`src/rtl/read_rw_pkg.sv`:
```
// Shared types for the RW pipeline stages: task bundles, thread ids and register map.
package read_rw_pkg;

    localparam int LOG_RW_WIDTH = 2;
    localparam int RW_W         = 8 << LOG_RW_WIDTH;
    localparam int LINE_W       = 512;
    localparam int OFF_W        = (LOG_RW_WIDTH >= 6) ? 1 : 6 - LOG_RW_WIDTH;
    localparam int THREAD_W     = 4;

    typedef logic [THREAD_W-1:0] id_t;
    typedef logic [5:0]          cq_slot_t;

    typedef enum logic [1:0] {
        TT_RW               = 2'd0,
        TT_UNDO_LOG_RESTORE = 2'd1
    } ttype_t;

    typedef struct packed {
        ttype_t      ttype;
        logic [31:0] object;
        logic [15:0] ts;
    } task_desc_t;

    typedef struct packed {
        task_desc_t      task_desc;
        cq_slot_t        cq_slot;
        id_t             thread;
        logic [RW_W-1:0] undo_data;
    } rw_read_t;

    typedef struct packed {
        task_desc_t      task_desc;
        logic [RW_W-1:0] object;
        cq_slot_t        cq_slot;
        id_t             thread;
    } rw_write_t;

    typedef struct packed {
        task_desc_t task_desc;
        cq_slot_t   cq_slot;
    } pend_entry_t;

    typedef struct packed {
        logic        arvalid;
        logic [7:0]  araddr;
        logic        wvalid;
        logic [7:0]  waddr;
        logic [31:0] wdata;
    } reg_req_t;

    typedef struct packed {
        logic        rvalid;
        logic [31:0] rdata;
    } reg_rsp_t;

    localparam logic [7:0] RW_BASE_ADDR       = 8'h40;
    localparam logic [7:0] REG_CYCLES_NO_TASK = 8'h80;
    localparam logic [7:0] REG_TASKS_ISSUED   = 8'h84;
    localparam logic [7:0] REG_OUTSTANDING    = 8'h88;
    localparam logic [7:0] REG_ERR            = 8'h8c;
    localparam logic [7:0] CORE_DEBUG_WORD    = 8'h90;

endpackage

```
`src/rtl/read_rw_word_extract.sv`:
```
// Selects one RW word out of a cache line by word offset.
// Latency: combinational.
// Backpressure: none, pure datapath.
module rw_word_extract
    import read_rw_pkg::*;
#(
    parameter int LOG_W    = LOG_RW_WIDTH,
    parameter int OFF_BITS = (LOG_W >= 6) ? 1 : 6 - LOG_W
) (
    input  logic [LINE_W-1:0]     line,
    input  logic [OFF_BITS-1:0]   off,
    output logic [(8<<LOG_W)-1:0] word
);

    localparam int W = 8 << LOG_W;

    generate
        if (LOG_W >= 6) begin : g_whole
            assign word = line[W-1:0];
        end else begin : g_mux
            logic [LINE_W/W-1:0][W-1:0] words;
            assign words = line;
            assign word  = words[off];
        end
    endgenerate

endmodule

```
`src/rtl/read_rw.sv`:
```
// Read stage of the RW pipeline: issues object reads, pairs responses with pending tasks.
// Latency: task accept -> arvalid 1 cycle; r handshake or undo accept -> task_out_valid 1 cycle.
// Backpressure: single-entry AR and output registers; rready follows output-register space.
module read_rw
    import read_rw_pkg::*;
#(
    parameter int TILE_ID         = 0,
    parameter int MAX_OUTSTANDING = 8
) (
    input  logic              clk,
    input  logic              rstn,
    input  logic              task_in_valid,
    output logic              task_in_ready,
    input  rw_read_t          task_in,
    output logic              arvalid,
    input  logic              arready,
    output logic [31:0]       araddr,
    output id_t               arid,
    input  logic              rvalid,
    output logic              rready,
    input  logic [LINE_W-1:0] rdata,
    input  id_t               rid,
    output logic              task_out_valid,
    input  logic              task_out_ready,
    output rw_write_t         task_out,
    input  reg_req_t          reg_bus_req,
    output reg_rsp_t          reg_bus_rsp
);

    localparam int NUM_THREADS = 1 << THREAD_W;
    localparam int CNT_W       = $clog2(MAX_OUTSTANDING + 1);

    logic [NUM_THREADS-1:0] pending;
    pend_entry_t            pend_tab [NUM_THREADS];
    logic [CNT_W-1:0]       outstanding;
    logic [31:0]            base_rw_addr;
    logic [31:0]            cycles_no_task;
    logic [31:0]            tasks_issued;
    logic                   err_sticky;

    logic        is_undo, ar_loadable, out_free, resp_fire, resp_hit;
    logic        read_acc, undo_acc;
    pend_entry_t rsp_entry;
    logic [RW_W-1:0] rsp_word;
    logic [31:0] obj_addr, reg_rdata_nxt, debug_word;
    logic [1:0]  wdata_unused;

    assign is_undo     = task_in.task_desc.ttype == TT_UNDO_LOG_RESTORE;
    assign ar_loadable = !arvalid || arready;
    assign out_free    = !task_out_valid || task_out_ready;
    assign rready      = out_free;
    assign resp_fire   = rvalid && rready;
    assign resp_hit    = resp_fire && pending[rid];

    // Responses own the output register, so an undo task waits out any r handshake.
    assign task_in_ready = is_undo ? (out_free && !resp_fire)
                                   : (ar_loadable && !pending[task_in.thread] &&
                                      (outstanding < CNT_W'(MAX_OUTSTANDING)));
    assign read_acc = task_in_valid && task_in_ready && !is_undo;
    assign undo_acc = task_in_valid && task_in_ready && is_undo;

    assign obj_addr     = base_rw_addr + (task_in.task_desc.object << LOG_RW_WIDTH);
    assign rsp_entry    = pend_tab[rid];
    assign wdata_unused = reg_bus_req.wdata[31:30];

    rw_word_extract #(.LOG_W(LOG_RW_WIDTH)) u_extract (
        .line (rdata),
        .off  (rsp_entry.task_desc.object[OFF_W-1:0]),
        .word (rsp_word)
    );

    always_ff @(posedge clk or negedge rstn) begin
        if (!rstn) begin
            arvalid <= 1'b0;
            araddr  <= '0;
            arid    <= '0;
        end else if (read_acc) begin
            arvalid <= 1'b1;
            araddr  <= obj_addr;
            arid    <= task_in.thread;
        end else if (arready) begin
            arvalid <= 1'b0;
        end
    end

    always_ff @(posedge clk) begin
        if (read_acc) begin
            pend_tab[task_in.thread].task_desc <= task_in.task_desc;
            pend_tab[task_in.thread].cq_slot   <= task_in.cq_slot;
        end
    end

    always_ff @(posedge clk or negedge rstn) begin
        if (!rstn) begin
            pending     <= '0;
            outstanding <= '0;
            err_sticky  <= 1'b0;
        end else begin
            if (read_acc) pending[task_in.thread] <= 1'b1;
            if (resp_hit) pending[rid] <= 1'b0;
            if (read_acc && !resp_hit)      outstanding <= outstanding + CNT_W'(1);
            else if (!read_acc && resp_hit) outstanding <= outstanding - CNT_W'(1);
            if (resp_fire && !pending[rid]) err_sticky <= 1'b1;
        end
    end

    always_ff @(posedge clk or negedge rstn) begin
        if (!rstn) begin
            task_out_valid <= 1'b0;
            task_out       <= '0;
        end else if (resp_hit) begin
            task_out_valid     <= 1'b1;
            task_out.task_desc <= rsp_entry.task_desc;
            task_out.object    <= rsp_word;
            task_out.cq_slot   <= rsp_entry.cq_slot;
            task_out.thread    <= rid;
        end else if (undo_acc) begin
            task_out_valid     <= 1'b1;
            task_out.task_desc <= task_in.task_desc;
            task_out.object    <= task_in.undo_data;
            task_out.cq_slot   <= task_in.cq_slot;
            task_out.thread    <= task_in.thread;
        end else if (task_out_ready) begin
            task_out_valid <= 1'b0;
        end
    end

    assign debug_word = {8'(TILE_ID), 16'b0,
                         task_in_valid, task_in_ready, arvalid, arready,
                         rvalid, rready, task_out_valid, task_out_ready};

    always_comb begin
        reg_rdata_nxt = '0;
        case (reg_bus_req.araddr)
            REG_CYCLES_NO_TASK: reg_rdata_nxt = cycles_no_task;
            REG_TASKS_ISSUED:   reg_rdata_nxt = tasks_issued;
            REG_OUTSTANDING:    reg_rdata_nxt = 32'(outstanding);
            REG_ERR:            reg_rdata_nxt = {31'b0, err_sticky};
            CORE_DEBUG_WORD:    reg_rdata_nxt = debug_word;
            default:            reg_rdata_nxt = '0;
        endcase
    end

    always_ff @(posedge clk or negedge rstn) begin
        if (!rstn) begin
            base_rw_addr   <= '0;
            cycles_no_task <= '0;
            tasks_issued   <= '0;
            reg_bus_rsp    <= '0;
        end else begin
            if (reg_bus_req.wvalid && reg_bus_req.waddr == RW_BASE_ADDR)
                base_rw_addr <= {reg_bus_req.wdata[29:0], 2'b00};
            if (!task_in_valid) cycles_no_task <= cycles_no_task + 32'd1;
            if (read_acc)       tasks_issued   <= tasks_issued + 32'd1;
            reg_bus_rsp.rvalid <= reg_bus_req.arvalid;
            if (reg_bus_req.arvalid) reg_bus_rsp.rdata <= reg_rdata_nxt;
        end
    end

endmodule
```
`config.mk`:
```
export PLATFORM = sky130hd
export DESIGN_NAME = read_rw
export DESIGN_NICKNAME = d
export VERILOG_FILES = /design/src/rtl/read_rw_pkg.sv /design/src/rtl/read_rw_word_extract.sv /design/src/rtl/read_rw.sv
export SDC_FILE = /design/constraint.sdc
export NUM_CORES = 2
export LEC_CHECK = 0
export CORE_MARGIN = 2
export CORE_UTILIZATION = 45
export DETAILED_ROUTE_END_ITERATION = 6
export PLACE_DENSITY_LB_ADDON = 0.08
export REMOVE_ABC_BUFFERS = 1
export SETUP_SLACK_MARGIN = 0.4
export SLEW_MARGIN = 10
export SYNTH_ARGS = -nofsm -noshare
export SYNTH_HDL_FRONTEND = slang
export SYNTH_SLANG_ARGS = --single-unit
```
`constraint.sdc`:
```
create_clock -name clk -period 6.3 [get_ports clk]
set_clock_uncertainty 0.05 [all_clocks]
set_input_delay 1.26 -clock clk [delete_from_list [all_inputs] [get_ports clk]]
set_output_delay 1.26 -clock clk [all_outputs]
set_load 0.01 [all_outputs]
```
==> results.py <==
metrics = {
    "clock_network": {
        "cts.clk_slew.worst_paths_ns": 0.06,
        "post_cts_resized": 0,
        "cts_inserted_buffers": 118,
        "clockBufferDepth": 3,
        "htreeDepth": 3,
        "cts_tree": "built",
        "cts_hold_buf": 0,
        "cts_setup_buffers": 0,
        "root_buffer": "clkbuf_16",
        "cts.sink_count": 1172,
        "insertion_delay_ns": 0.74,
    },
    "logic_synthesis": {
        "yosysWarnings": 0,
        "synth_ff_type": "edfxtp_1",
        "synth_edf_count": 896,
        "ys_types": 68,
        "synthCells": 3566,
        "ys_async_sr_fraction_pct": 23.5,
        "syn-cell-area_um2": 51400,
        "ys_seq_area_share_pct": 65.7,
        "avgSynthCellArea_um2": 14.4,
        "yosys_register_bits": 1172,
    },
    "setup_path": {
        "crit_type": "input port to primary output",
        "crit_fanout": 7,
        "crit_buf_inv": 2,
        "crit-reg2reg-launch": "pending[14]",
        "reg2reg_slack_ns": 2.36,
        "critPathArrivalTime_ns": 4.35,
        "r2r_end": "pend_tab[9][55]",
        "rr_worst_depth": 9,
        "cp-start-kind": "input port",
        "critPathTopFamily": "buffers and inverters",
        "cpPeakStageDelay_ns": 0.79,
        "end_kind": "primary output",
        "required_ns": 4.99,
        "path_cells": "clkdlybuf4s50_1 > mux4_2 > mux4_2 > nor4_2 > or2_2 > clkdlybuf4s50_1",
        "critPathSlowestCell": "clkdlybuf4s50_1",
    },
    "power": {
        "peakVddDrop_v": 0.000277,
        "p_leak_nw": 23.1,
        "power_density_nw_per_um2": 315,
        "power_mw": 20.9,
    },
    "routing": {
        "num_vias": 35564,
        "finalWirelength_um": 191000,
        "routedWlPerCell_um": 31.6,
        "drtIter0Drc": 3467,
        "drc": 0,
        "firstDrtPassIters": 6,
        "viasPerCell": 5.88,
        "detail-route-antenna-nets": 0,
    },
    "global_routing": {
        "antenna_found_initial": 72,
        "grt_pass1_wl_um": 267000,
        "grt_max_degree": 134,
        "grt_overflow": 0,
        "track_usage_pct": 32.2,
        "grt_pass1_vias": 35234,
    },
    "floorplan": {
        "io_pins": 829,
        "dieArea_um2": 117000,
        "fp.dieW_um": 342,
        "core_area_um2": 114000,
        "die_y_um": 342,
        "start_util_pct": 45.2,
        "fp-row-count": 124,
    },
    "placement": {
        "dpl_cell_area_um2": 62200,
        "gp_congestion": 0.979,
        "dp_hpwl_um": 132000,
        "port-buffer-count": 824,
        "place_ws_ns": 0.639,
    },
    "timing": {
        "tightest_slew_ns": 1.14,
        "setup_violations": 0,
        "fin_crit_sh_pct": 89.8,
        "hold_viol": 0,
        "rsz0062_at_grt": "false",
        "fmax_ghz": 0.177,
        "period_needed_ns": 5.66,
        "slew_viol_final": 0,
        "hold_ws_ns": 0.427,
        "relSlewSlack_pct": 23.8,
        "setup_ws_ns": 0.643,
    },
    "layout": {
        "syn2layout_area_growth_pct": 28.8,
        "fin_area_um2": 66300,
        "nNetsFinal": 5093,
        "layout_common_cells": "896 x edfxtp_1, 820 x clkdlybuf4s50_1, 334 x nor2_1, 326 x nand2_1, 276 x dfrtp_1",
        "final_common_cell": "edfxtp_1",
        "drive_gt1_share_pct": 14.6,
        "postLayoutCoreUtil_pct": 58.2,
    },
    "min_path": {
        "whs_path_depth": 2,
        "hold_class": "flip-flop to flip-flop",
        "min_to": "araddr[14]",
        "hold_start": "araddr[14]",
    },
    "flow_run": {
        "maxCapViolCount": 0,
    },
    "status": {
        "status": "complete, no violations",
    },
}
==> metrics by stage <==
step	std cells	setup TNS (ns)
after global routing	6040	0
after global placement	5785	0
after detailed placement	5785	0
after floorplan	3329	-807.40
after CTS	6006	0
final	6047	0
==> cell type report <==
cell class,instances,area (um^2)
clock inverters,54,778
inverters,51,196
clock buffers,167,3230
multi-input cells,2106,16700
repair buffers,944,9600
diodes,41,103
fillers,9155,47600
well taps,1512,1890
flip-flops and latches,1172,33800
==> where the power goes <==
part	switching (mW)	internal (mW)	leakage, nW
logic	2.23	2.01	9.66
registers	0.467	8.94	11.5
clock network	3.09	4.14	1.93
total	5.79	15.1	23.1
==> cell families after synthesis <==
logic type / after synthesis / synth area share, %
adder cells (fa/ha/maj): 36 / 0.905
buffers and inverters: 289 / 2.25
AND/OR/NAND/NOR: 1045 / 9.16
multiplexers: 332 / 13.2
XOR/XNOR: 89 / 1.52
flip-flops: 1172 / 65.7
AO/OA/AOI/OAI: 602 / 7.26
other: 1 / 0.00729
==> Yosys cell counts (all sizes together), types with 4 or more instances <==
cell / count / area, um^2
and3: 36 / 225
inv: 49 / 184
o22ai: 33 / 206
a21o: 8 / 60.1
nor2b: 9 / 56.3
a21oi: 101 / 505
mux2: 39 / 439
o32a: 4 / 40.0
a211oi: 68 / 510
a31oi: 34 / 213
xnor2: 64 / 561
nand3: 104 / 521
ha: 34 / 425
buf: 68 / 328
clkbuf: 170 / 638
mux2i: 21 / 210
nand4: 24 / 150
nand2: 331 / 1240
or3: 37 / 236
a222oi: 7 / 70.1
xor2: 25 / 219
o21ai: 216 / 1080
nand2b: 10 / 62.6
and4: 7 / 61.3
mux4: 272 / 6130
o21bai: 4 / 30.0
edfxtp: 896 / 26900
nor2: 349 / 1310
a22oi: 32 / 240
or2: 6 / 40.0
and2: 81 / 507
nor3: 41 / 215
a2bb2oi: 6 / 52.6
dfrtp: 276 / 6910
a41oi: 34 / 298
o211ai: 38 / 285
==> worst max-delay path by stage <==
| stage | startpoint | to | slack (ns) | cells after the start |
|---|---|---|---|---|
| 3_5_place_dp | task_in[32] | pend_tab[9][19] | 0.64 | 10 |
| 3_3_place_gp | task_in[32] | pend_tab[1][19] | 0.61 | 10 |
| 4_1_cts | task_in[32] | task_in_ready | 0.66 | 6 |
| 5_1_grt | task_in[32] | task_in_ready | 0.60 | 6 |
| 6_report | task_in[32] | task_in_ready | 0.64 | 6 |
| 2_1_floorplan | rid[2] | task_out[10] | -5.40 | 7 |
==> layer usage <==
| metal | share of wire (%) | GRT usage [%] | vias up | wire, um |
|---|---|---|---|---|
| li1 | - | - | 15342 | - |
| met1 | 39 | 41.0 | 18346 | 73800 |
| met2 | 49 | 53.1 | 1493 | 93000 |
| met3 | 6.5 | 5.37 | 367 | 12400 |
| met4 | 6.0 | 17.4 | 16 | 11500 |
| met5 | 0.058 | 0 | - | 110 |
==> worst min-delay path, stage by stage (launching register included) <==
cell and delay [ns]:
dfrtp_1 0.34, nand2_1 0.05, nand2_1 0.05
==> state kept, by name (all words and copies together) (netlist names), 4 cells and up <==
name / count
araddr: 30
arid: 4
base_rw_addr: 30
cycles_no_task: 32
outstanding: 4
pend_tab: 896
pending: 16
reg_bus_rsp: 33
task_out: 92
tasks_issued: 32
Note: power is estimated with default switching activity, not from simulation.
